<file path="src/rtl/trap_sequencer_if.sv">
// Trap sequencer bundle: the trap-unit request and descriptor, the data-bus busy
// flag and current mstatus bits, plus the redirect/flush/CSR-commit outputs.
interface trap_sequencer_if #(
    parameter int CNT_WIDTH = 16
);
    logic                 trap_req;
    logic                 trap_is_mret;
    logic [31:0]          trap_addr;
    logic [31:0]          trap_epc;
    logic [31:0]          trap_cause;
    logic [31:0]          trap_val;
    logic                 mem_busy;
    logic                 mstatus_mie;
    logic                 mstatus_mpie;

    logic                 trap_insert;
    logic                 stall_fetch;
    logic                 flush;
    logic                 pc_load;
    logic [31:0]          pc_next;
    logic                 csr_trap_we;
    logic [31:0]          csr_mepc;
    logic [31:0]          csr_mcause;
    logic [31:0]          csr_mtval;
    logic                 csr_status_we;
    logic                 mie_next;
    logic                 mpie_next;
    logic                 drain_timeout;
    logic [CNT_WIDTH-1:0] trap_count;

    // Environment side: trap unit, execute stage and CSR file.
    modport master (
        output trap_req, trap_is_mret, trap_addr, trap_epc, trap_cause, trap_val,
        output mem_busy, mstatus_mie, mstatus_mpie,
        input  trap_insert, stall_fetch, flush, pc_load, pc_next,
        input  csr_trap_we, csr_mepc, csr_mcause, csr_mtval,
        input  csr_status_we, mie_next, mpie_next, drain_timeout, trap_count
    );

    // Sequencer side.
    modport slave (
        input  trap_req, trap_is_mret, trap_addr, trap_epc, trap_cause, trap_val,
        input  mem_busy, mstatus_mie, mstatus_mpie,
        output trap_insert, stall_fetch, flush, pc_load, pc_next,
        output csr_trap_we, csr_mepc, csr_mcause, csr_mtval,
        output csr_status_we, mie_next, mpie_next, drain_timeout, trap_count
    );
endinterface

</file>
<file path="src/rtl/trap_sequencer.sv">
// Trap sequencer: accepts a trap/MRET request, waits for the data bus to drain
// (bounded by DRAIN_TIMEOUT), then issues one cycle of insert/redirect/flush
// followed by one cycle of CSR commit. All outputs are registered.
module trap_sequencer #(
    parameter int DRAIN_TIMEOUT = 16,
    parameter int CNT_WIDTH     = 16
) (
    input  logic clk,
    input  logic rst_n,
    trap_sequencer_if.slave bus
);
    // Drain counter only needs to reach DRAIN_TIMEOUT-1.
    localparam int DCW = (DRAIN_TIMEOUT > 1) ? $clog2(DRAIN_TIMEOUT) : 1;
    localparam logic [DCW-1:0] DRAIN_LAST = DCW'(DRAIN_TIMEOUT - 1);
    localparam logic [31:0]    WORD_MASK  = 32'hFFFF_FFFC;

    typedef enum logic [1:0] {
        S_IDLE,
        S_DRAIN,
        S_INSERT,
        S_COMMIT
    } state_t;

    state_t               state_q, state_d;

    // Captured trap descriptor and mstatus snapshot.
    logic [31:0]          addr_q, addr_d;
    logic [31:0]          epc_q, epc_d;
    logic [31:0]          cause_q, cause_d;
    logic [31:0]          val_q, val_d;
    logic                 mret_q, mret_d;
    logic                 mie_q, mie_d;
    logic                 mpie_q, mpie_d;

    logic [DCW-1:0]       drain_cnt_q, drain_cnt_d;
    logic [CNT_WIDTH-1:0] count_q, count_d;

    // Registered outputs.
    logic                 insert_q, insert_d;
    logic                 stall_q, stall_d;
    logic [31:0]          pc_next_q, pc_next_d;
    logic                 trap_we_q, trap_we_d;
    logic [31:0]          mepc_q, mepc_d;
    logic [31:0]          mcause_q, mcause_d;
    logic [31:0]          mtval_q, mtval_d;
    logic                 status_we_q, status_we_d;
    logic                 mie_next_q, mie_next_d;
    logic                 mpie_next_q, mpie_next_d;
    logic                 timeout_q, timeout_d;

    // Descriptor used when entering INSERT: live inputs straight from IDLE,
    // captured copy when coming out of DRAIN.
    logic                 go_insert;
    logic [31:0]          ins_addr;
    logic                 ins_mret;

    // Next-state and next-output computation; pulse outputs default low.
    always_comb begin
        state_d     = state_q;
        addr_d      = addr_q;
        epc_d       = epc_q;
        cause_d     = cause_q;
        val_d       = val_q;
        mret_d      = mret_q;
        mie_d       = mie_q;
        mpie_d      = mpie_q;
        drain_cnt_d = drain_cnt_q;
        count_d     = count_q;
        stall_d     = stall_q;
        insert_d    = 1'b0;
        pc_next_d   = 32'h0;
        trap_we_d   = 1'b0;
        mepc_d      = 32'h0;
        mcause_d    = 32'h0;
        mtval_d     = 32'h0;
        status_we_d = 1'b0;
        mie_next_d  = 1'b0;
        mpie_next_d = 1'b0;
        timeout_d   = 1'b0;
        go_insert   = 1'b0;
        ins_addr    = addr_q;
        ins_mret    = mret_q;

        unique case (state_q)
            S_IDLE: begin
                stall_d = 1'b0;
                if (bus.trap_req) begin
                    addr_d      = bus.trap_addr;
                    epc_d       = bus.trap_epc;
                    cause_d     = bus.trap_cause;
                    val_d       = bus.trap_val;
                    mret_d      = bus.trap_is_mret;
                    mie_d       = bus.mstatus_mie;
                    mpie_d      = bus.mstatus_mpie;
                    drain_cnt_d = '0;
                    stall_d     = 1'b1;
                    ins_addr    = bus.trap_addr;
                    ins_mret    = bus.trap_is_mret;
                    if (bus.mem_busy) begin
                        state_d = S_DRAIN;
                    end else begin
                        go_insert = 1'b1;
                    end
                end
            end
            S_DRAIN: begin
                if (!bus.mem_busy) begin
                    go_insert = 1'b1;
                end else if (drain_cnt_q == DRAIN_LAST) begin
                    go_insert = 1'b1;
                    timeout_d = 1'b1;
                end else begin
                    drain_cnt_d = drain_cnt_q + DCW'(1);
                end
            end
            S_INSERT: begin
                state_d     = S_COMMIT;
                status_we_d = 1'b1;
                if (mret_q) begin
                    mie_next_d  = mpie_q;
                    mpie_next_d = 1'b1;
                end else begin
                    trap_we_d   = 1'b1;
                    mepc_d      = epc_q & WORD_MASK;
                    mcause_d    = cause_q;
                    mtval_d     = val_q;
                    mie_next_d  = 1'b0;
                    mpie_next_d = mie_q;
                end
            end
            S_COMMIT: begin
                state_d = S_IDLE;
                stall_d = 1'b0;
            end
            default: begin
                state_d = S_IDLE;
                stall_d = 1'b0;
            end
        endcase

        if (go_insert) begin
            state_d   = S_INSERT;
            insert_d  = 1'b1;
            pc_next_d = ins_addr & WORD_MASK;
            if (!ins_mret && (count_q != '1)) begin
                count_d = count_q + CNT_WIDTH'(1);
            end
        end
    end

    // State, capture and output registers; async reset aborts any sequence.
    always_ff @(posedge clk or negedge rst_n) begin
        if (!rst_n) begin
            state_q     <= S_IDLE;
            addr_q      <= 32'h0;
            epc_q       <= 32'h0;
            cause_q     <= 32'h0;
            val_q       <= 32'h0;
            mret_q      <= 1'b0;
            mie_q       <= 1'b0;
            mpie_q      <= 1'b0;
            drain_cnt_q <= '0;
            count_q     <= '0;
            insert_q    <= 1'b0;
            stall_q     <= 1'b0;
            pc_next_q   <= 32'h0;
            trap_we_q   <= 1'b0;
            mepc_q      <= 32'h0;
            mcause_q    <= 32'h0;
            mtval_q     <= 32'h0;
            status_we_q <= 1'b0;
            mie_next_q  <= 1'b0;
            mpie_next_q <= 1'b0;
            timeout_q   <= 1'b0;
        end else begin
            state_q     <= state_d;
            addr_q      <= addr_d;
            epc_q       <= epc_d;
            cause_q     <= cause_d;
            val_q       <= val_d;
            mret_q      <= mret_d;
            mie_q       <= mie_d;
            mpie_q      <= mpie_d;
            drain_cnt_q <= drain_cnt_d;
            count_q     <= count_d;
            insert_q    <= insert_d;
            stall_q     <= stall_d;
            pc_next_q   <= pc_next_d;
            trap_we_q   <= trap_we_d;
            mepc_q      <= mepc_d;
            mcause_q    <= mcause_d;
            mtval_q     <= mtval_d;
            status_we_q <= status_we_d;
            mie_next_q  <= mie_next_d;
            mpie_next_q <= mpie_next_d;
            timeout_q   <= timeout_d;
        end
    end

    // Insert, redirect and flush share one pulse register.
    assign bus.trap_insert   = insert_q;
    assign bus.pc_load       = insert_q;
    assign bus.flush         = insert_q;
    assign bus.stall_fetch   = stall_q;
    assign bus.pc_next       = pc_next_q;
    assign bus.csr_trap_we   = trap_we_q;
    assign bus.csr_mepc      = mepc_q;
    assign bus.csr_mcause    = mcause_q;
    assign bus.csr_mtval     = mtval_q;
    assign bus.csr_status_we = status_we_q;
    assign bus.mie_next      = mie_next_q;
    assign bus.mpie_next     = mpie_next_q;
    assign bus.drain_timeout = timeout_q;
    assign bus.trap_count    = count_q;
endmodule
</file>
<file path="src/flat_wrapper.sv">
// flat-port wrapper written by rule: the top's interface ports become plain ports
module trap_sequencer_flat 
#(
    parameter int DRAIN_TIMEOUT = 16,
    parameter int CNT_WIDTH     = 16
)
  (clk, rst_n, bus_trap_req, bus_trap_is_mret, bus_trap_addr, bus_trap_epc, bus_trap_cause, bus_trap_val, bus_mem_busy, bus_mstatus_mie, bus_mstatus_mpie, bus_trap_insert, bus_stall_fetch, bus_flush, bus_pc_load, bus_pc_next, bus_csr_trap_we, bus_csr_mepc, bus_csr_mcause, bus_csr_mtval, bus_csr_status_we, bus_mie_next, bus_mpie_next, bus_drain_timeout, bus_trap_count);
  trap_sequencer_if #(.CNT_WIDTH(CNT_WIDTH)) bus_i ();
  input  logic clk;
  input  logic rst_n;
  input wire logic [$bits(bus_i.trap_req)-1:0] bus_trap_req;
  input wire logic [$bits(bus_i.trap_is_mret)-1:0] bus_trap_is_mret;
  input wire logic [$bits(bus_i.trap_addr)-1:0] bus_trap_addr;
  input wire logic [$bits(bus_i.trap_epc)-1:0] bus_trap_epc;
  input wire logic [$bits(bus_i.trap_cause)-1:0] bus_trap_cause;
  input wire logic [$bits(bus_i.trap_val)-1:0] bus_trap_val;
  input wire logic [$bits(bus_i.mem_busy)-1:0] bus_mem_busy;
  input wire logic [$bits(bus_i.mstatus_mie)-1:0] bus_mstatus_mie;
  input wire logic [$bits(bus_i.mstatus_mpie)-1:0] bus_mstatus_mpie;
  output wire logic [$bits(bus_i.trap_insert)-1:0] bus_trap_insert;
  output wire logic [$bits(bus_i.stall_fetch)-1:0] bus_stall_fetch;
  output wire logic [$bits(bus_i.flush)-1:0] bus_flush;
  output wire logic [$bits(bus_i.pc_load)-1:0] bus_pc_load;
  output wire logic [$bits(bus_i.pc_next)-1:0] bus_pc_next;
  output wire logic [$bits(bus_i.csr_trap_we)-1:0] bus_csr_trap_we;
  output wire logic [$bits(bus_i.csr_mepc)-1:0] bus_csr_mepc;
  output wire logic [$bits(bus_i.csr_mcause)-1:0] bus_csr_mcause;
  output wire logic [$bits(bus_i.csr_mtval)-1:0] bus_csr_mtval;
  output wire logic [$bits(bus_i.csr_status_we)-1:0] bus_csr_status_we;
  output wire logic [$bits(bus_i.mie_next)-1:0] bus_mie_next;
  output wire logic [$bits(bus_i.mpie_next)-1:0] bus_mpie_next;
  output wire logic [$bits(bus_i.drain_timeout)-1:0] bus_drain_timeout;
  output wire logic [$bits(bus_i.trap_count)-1:0] bus_trap_count;
  assign bus_i.trap_req = bus_trap_req;
  assign bus_i.trap_is_mret = bus_trap_is_mret;
  assign bus_i.trap_addr = bus_trap_addr;
  assign bus_i.trap_epc = bus_trap_epc;
  assign bus_i.trap_cause = bus_trap_cause;
  assign bus_i.trap_val = bus_trap_val;
  assign bus_i.mem_busy = bus_mem_busy;
  assign bus_i.mstatus_mie = bus_mstatus_mie;
  assign bus_i.mstatus_mpie = bus_mstatus_mpie;
  assign bus_trap_insert = bus_i.trap_insert;
  assign bus_stall_fetch = bus_i.stall_fetch;
  assign bus_flush = bus_i.flush;
  assign bus_pc_load = bus_i.pc_load;
  assign bus_pc_next = bus_i.pc_next;
  assign bus_csr_trap_we = bus_i.csr_trap_we;
  assign bus_csr_mepc = bus_i.csr_mepc;
  assign bus_csr_mcause = bus_i.csr_mcause;
  assign bus_csr_mtval = bus_i.csr_mtval;
  assign bus_csr_status_we = bus_i.csr_status_we;
  assign bus_mie_next = bus_i.mie_next;
  assign bus_mpie_next = bus_i.mpie_next;
  assign bus_drain_timeout = bus_i.drain_timeout;
  assign bus_trap_count = bus_i.trap_count;
  trap_sequencer #(.DRAIN_TIMEOUT(DRAIN_TIMEOUT), .CNT_WIDTH(CNT_WIDTH)) u_core (.clk(clk), .rst_n(rst_n), .bus(bus_i));
endmodule
</file>
<file path="config.mk">
export PLATFORM = sky130hd
export DESIGN_NAME = trap_sequencer_flat
export DESIGN_NICKNAME = d
export VERILOG_FILES = /design/src/rtl/trap_sequencer_if.sv /design/src/rtl/trap_sequencer.sv /design/src/flat_wrapper.sv
export SDC_FILE = /design/constraint.sdc
export NUM_CORES = 1
export LEC_CHECK = 0
export ABC_AREA = 1
export BUFFER_PORTS_ARGS = -buffer_cell sky130_fd_sc_hd__buf_4
export CAP_MARGIN = 20
export CORE_UTILIZATION = 40
export CTS_CLUSTER_SIZE = 28
export DETAILED_ROUTE_END_ITERATION = 8
export HOLD_SLACK_MARGIN = 0.02
export SETUP_SLACK_MARGIN = 0.2
export SYNTH_ARGS = -nofsm -noshare
export SYNTH_HDL_FRONTEND = slang
export SYNTH_SLANG_ARGS = --single-unit
</file>
<file path="constraint.sdc">
create_clock -name clk -period 1.9 [get_ports clk]
set_input_delay 0.285 -clock clk [delete_from_list [all_inputs] [get_ports clk]]
set_output_delay 0.285 -clock clk [all_outputs]
set_load 0.005 [all_outputs]
</file>
==> results.json <==
{
  "final_cell_mix": "297 x buf_4, 279 x dfrtp_1, 208 x nand2_1, 136 x nor2_1, 124 x dlygate4sd3_1",
  "vdd.ir_drop.worst_mv": 0.8204,
  "start_util": 0.4073,
  "ant_nets": 0,
  "synth.top_cell.area_share": 0.6601,
  "slew_headroom": 0.6654,
  "worst_slew_pin_slew_ns": 0.5018,
  "grt_pass1_wl_mm": 40.49,
  "yosysUniqueCellTypes": 29,
  "wire_per_inst_um": 15.09,
  "synthArstFlopShare": 1.000,
  "hold_class": "primary input to register",
  "finalMaxSlewViolations": 0,
  "synth_area_leaders": "dfrtp_1 66%, mux2_2 10%, nand2_1 7.5%, nor2_1 5.1%, inv_1 2.8%",
  "dp_hpwl_mm": 16.49,
  "area_growth_pct": 48.57,
  "ys_seq_elements": 280,
  "stdcell_area_um2": 15770,
  "port-buffer-count": 279,
  "netlist_area_um2": 10610,
  "grt.total_usage": 0.1891,
  "cts.root.buffer_cell": "clkbuf_16",
  "cts_made_buffers": 30,
  "drv_cap": 0,
  "clk_latency_ns": 0.54,
  "startpoint_type": "register",
  "route.vias.total": 7922,
  "status": "finished clean",
  "die_area_um2": 27190,
  "clk_pin_slew_ns": 0.06,
  "r2r_start": "u_core.state_q[1]$_DFFE_PN0P_",
  "synth_warnings": 0,
  "fillers": 2159,
  "syn_inst": 959,
  "finClkSkew_ns": 0.01252,
  "numClockSinks": 280,
  "holdWs_ns": 0.02024,
  "nNetsFinal": 1528,
  "gp_congestion": 0.8130,
  "yosys.area.top_type": "dfrtp_1",
  "die_y_um": 164.9,
  "firstDrtPassIters": 4,
  "worstHoldPathCells": 3,
  "core_area_um2": 26060,
  "place_area_um2": 13280,
  "cp_max_fo": 37,
  "routed_via_density": 4.545,
  "end_kind": "register",
  "antenna_found_initial": 0,
  "crit_type": "register to register",
  "place_inst": 1553,
  "avgSynthCellArea_um2": 11.07,
  "min_to": "u_core.addr_q[19]$_DFF_PN0_",
  "grt_max_degree": 56,
  "layout_commonest_cell": "buf_4",
  "diodes": 0,
  "tns_ns": 0,
  "drtIter0Drc": 444,
  "io_pins": 288,
  "rsz0062_at_grt": "yes",
  "power.density_nw_per_um2": 1397,
  "htree_levels": 1,
  "hold_viol": 0,
  "crit_arrival_ns": 2.10,
  "drc": 0,
  "timing.rr.end": "u_core.bus.pc_next[8]$_DFF_PN0_",
  "cts_tree": "built",
  "min_from": "bus_trap_addr[19]",
  "rows": 59,
  "grt_pass1_vias": 8158,
  "leakage_nw": 8.058,
  "synth_ff_type": "dfrtp_1",
  "reg2reg_slack_ns": 0.22,
  "period_needed_ns": 1.682,
  "final_util": 0.6051,
  "required_ns": 2.31,
  "clockBufferDepth": 3,
  "synth-seq-area-share": 0.6601,
  "max_freq_mhz": 594.6,
  "fin_crit_sh": 0.8852,
  "worst-r2r-cell-count": 7,
  "synth-edff-count": 0,
  "final_cell_count_no_fill": 1743,
  "gr-total-overflow": 0,
  "final-setup-viol-count": 0,
  "totalWireLength_mm": 26.30,
  "die_x_um": 164.9,
  "drive_above_1_share": 0.3551
}
stage by stage:
stage,total power (W),worst slack (ns)
2_1_floorplan,0.01276,0.2405
3_3_place_gp,0.01540,0.1349
3_5_place_dp,0.01561,0.08801
4_1_cts,0.02183,0.1952
5_1_grt,0.02351,0.1273
6_report,0.02203,0.2182
worst max-delay path by stage:
| stage | startpoint | to | slack [ns] |
|---|---|---|---|
| after floorplan | u_core.state_q[0]$_DFFE_PN0P_ | u_core.cause_q[10]$_DFFE_PN0P_ | 0.24 |
| after global placement | u_core.state_q[1]$_DFFE_PN0P_ | u_core.bus.trap_count[1]$_DFFE_PN0P_ | 0.13 |
| after detailed placement | u_core.state_q[0]$_DFFE_PN0P_ | u_core.bus.pc_next[5]$_DFF_PN0_ | 0.09 |
| after CTS | u_core.state_q[0]$_DFFE_PN0P_ | u_core.bus.pc_next[5]$_DFF_PN0_ | 0.20 |
| after global routing | u_core.state_q[1]$_DFFE_PN0P_ | u_core.addr_q[8]$_DFF_PN0_ | 0.13 |
| final | u_core.state_q[1]$_DFFE_PN0P_ | u_core.bus.pc_next[8]$_DFF_PN0_ | 0.22 |
power breakdown:
part / total, W / leakage [nW] / switching [W] / internal [W]
Combinational: 0.00716 / 4.01 / 0.00348 / 0.00368
Clock: 0.00590 / 0.492 / 0.00230 / 0.00360
Sequential: 0.00896 / 3.55 / 0.000889 / 0.00807
synth_stat cells, types with 2 or more instances:
| cell | n |
|---|---|
| buf_2 | 16 |
| buf_4 | 6 |
| clkbuf_1 | 24 |
| dfrtp_1 | 280 |
| ha_1 | 6 |
| inv_1 | 80 |
| mux2_2 | 96 |
| nand2_1 | 211 |
| nand2_2 | 12 |
| nand3_1 | 12 |
| nand4_1 | 9 |
| nor2_1 | 145 |
| o21ai_0 | 38 |
| o31ai_1 | 2 |
| xnor2_1 | 7 |
| xor2_1 | 2 |
final cells by class:
class | count | area, um^2 | share of cell area
well taps | 335 | 419.2 | 0.02658
repair buffers | 441 | 3879 | 0.2460
flip-flops and latches | 280 | 7008 | 0.4444
clock inverters | 11 | 162.7 | 0.01031
multi-input cells | 552 | 3148 | 0.1996
inverters | 82 | 315.3 | 0.02000
clock buffers | 42 | 837.1 | 0.05308
routing by layer:
layer | share of wire | track usage | routed length, um | vias to the layer above
met5 | 0 | 0 | 0 | -
met4 | 0.022 | 0.05338 | 580 | 0
met3 | 0.063 | 0.04797 | 1662 | 43
met2 | 0.50 | 0.3296 | 13200 | 217
met1 | 0.41 | 0.2306 | 10860 | 3835
li1 | - | - | - | 3827
cell families (layout without fill, tap and decap cells):
group | count (synthesis) | in the layout | synth area share
and+or+nand+nor | 395 | 395 | 0.1494
DFF | 280 | 280 | 0.6601
buffers and inverters | 130 | 576 | 0.05246
muxes | 96 | 96 | 0.1019
AOI/OAI and AO/OA | 42 | 42 | 0.02134
xor gates and xnor gates | 9 | 9 | 0.007427
adders and majority gates | 6 | 6 | 0.007073
other | 1 | 4 | 0.0003533
worst max-delay path, stage by stage (launching register included):
cell,delay (ns)
dfrtp_1,0.39
inv_2,0.11
ha_4,0.18
nand2_8,0.08
buf_16,0.19
buf_4,0.21
o21ai_0,0.30
nor2_2,0.08
flip-flops by register name, indices dropped and copies added, names as in the netlist:
name                      cells
u_core.bus.csr_mcause        32
u_core.bus.csr_mtval         32
u_core.cause_q               32
u_core.val_q                 32
u_core.addr_q                30
u_core.bus.csr_mepc          30
u_core.bus.pc_next           30
u_core.epc_q                 30
u_core.bus.trap_count        16
u_core.drain_cnt_q            4
u_core.state_q                2
u_core.bus.csr_status_we      1
u_core.bus.csr_trap_we        1
u_core.bus.drain_timeout      1
u_core.bus.flush              1
u_core.bus.mie_next           1
u_core.bus.mpie_next          1
u_core.bus.stall_fetch        1
u_core.mie_q                  1
u_core.mpie_q                 1
u_core.mret_q                 1
timing repair:
action / CTS / global route
resized for setup: 8 / 32
setup buffers: 3 / 6
hold buffers: 122 / 2
cloned: 0 / 4
endpoints found under the hold margin: 169 / 2
pin swaps: 2 / 3
endpoints found under the setup margin: 77 / 92
No activity file was read; power rests on OpenSTA's default activity.
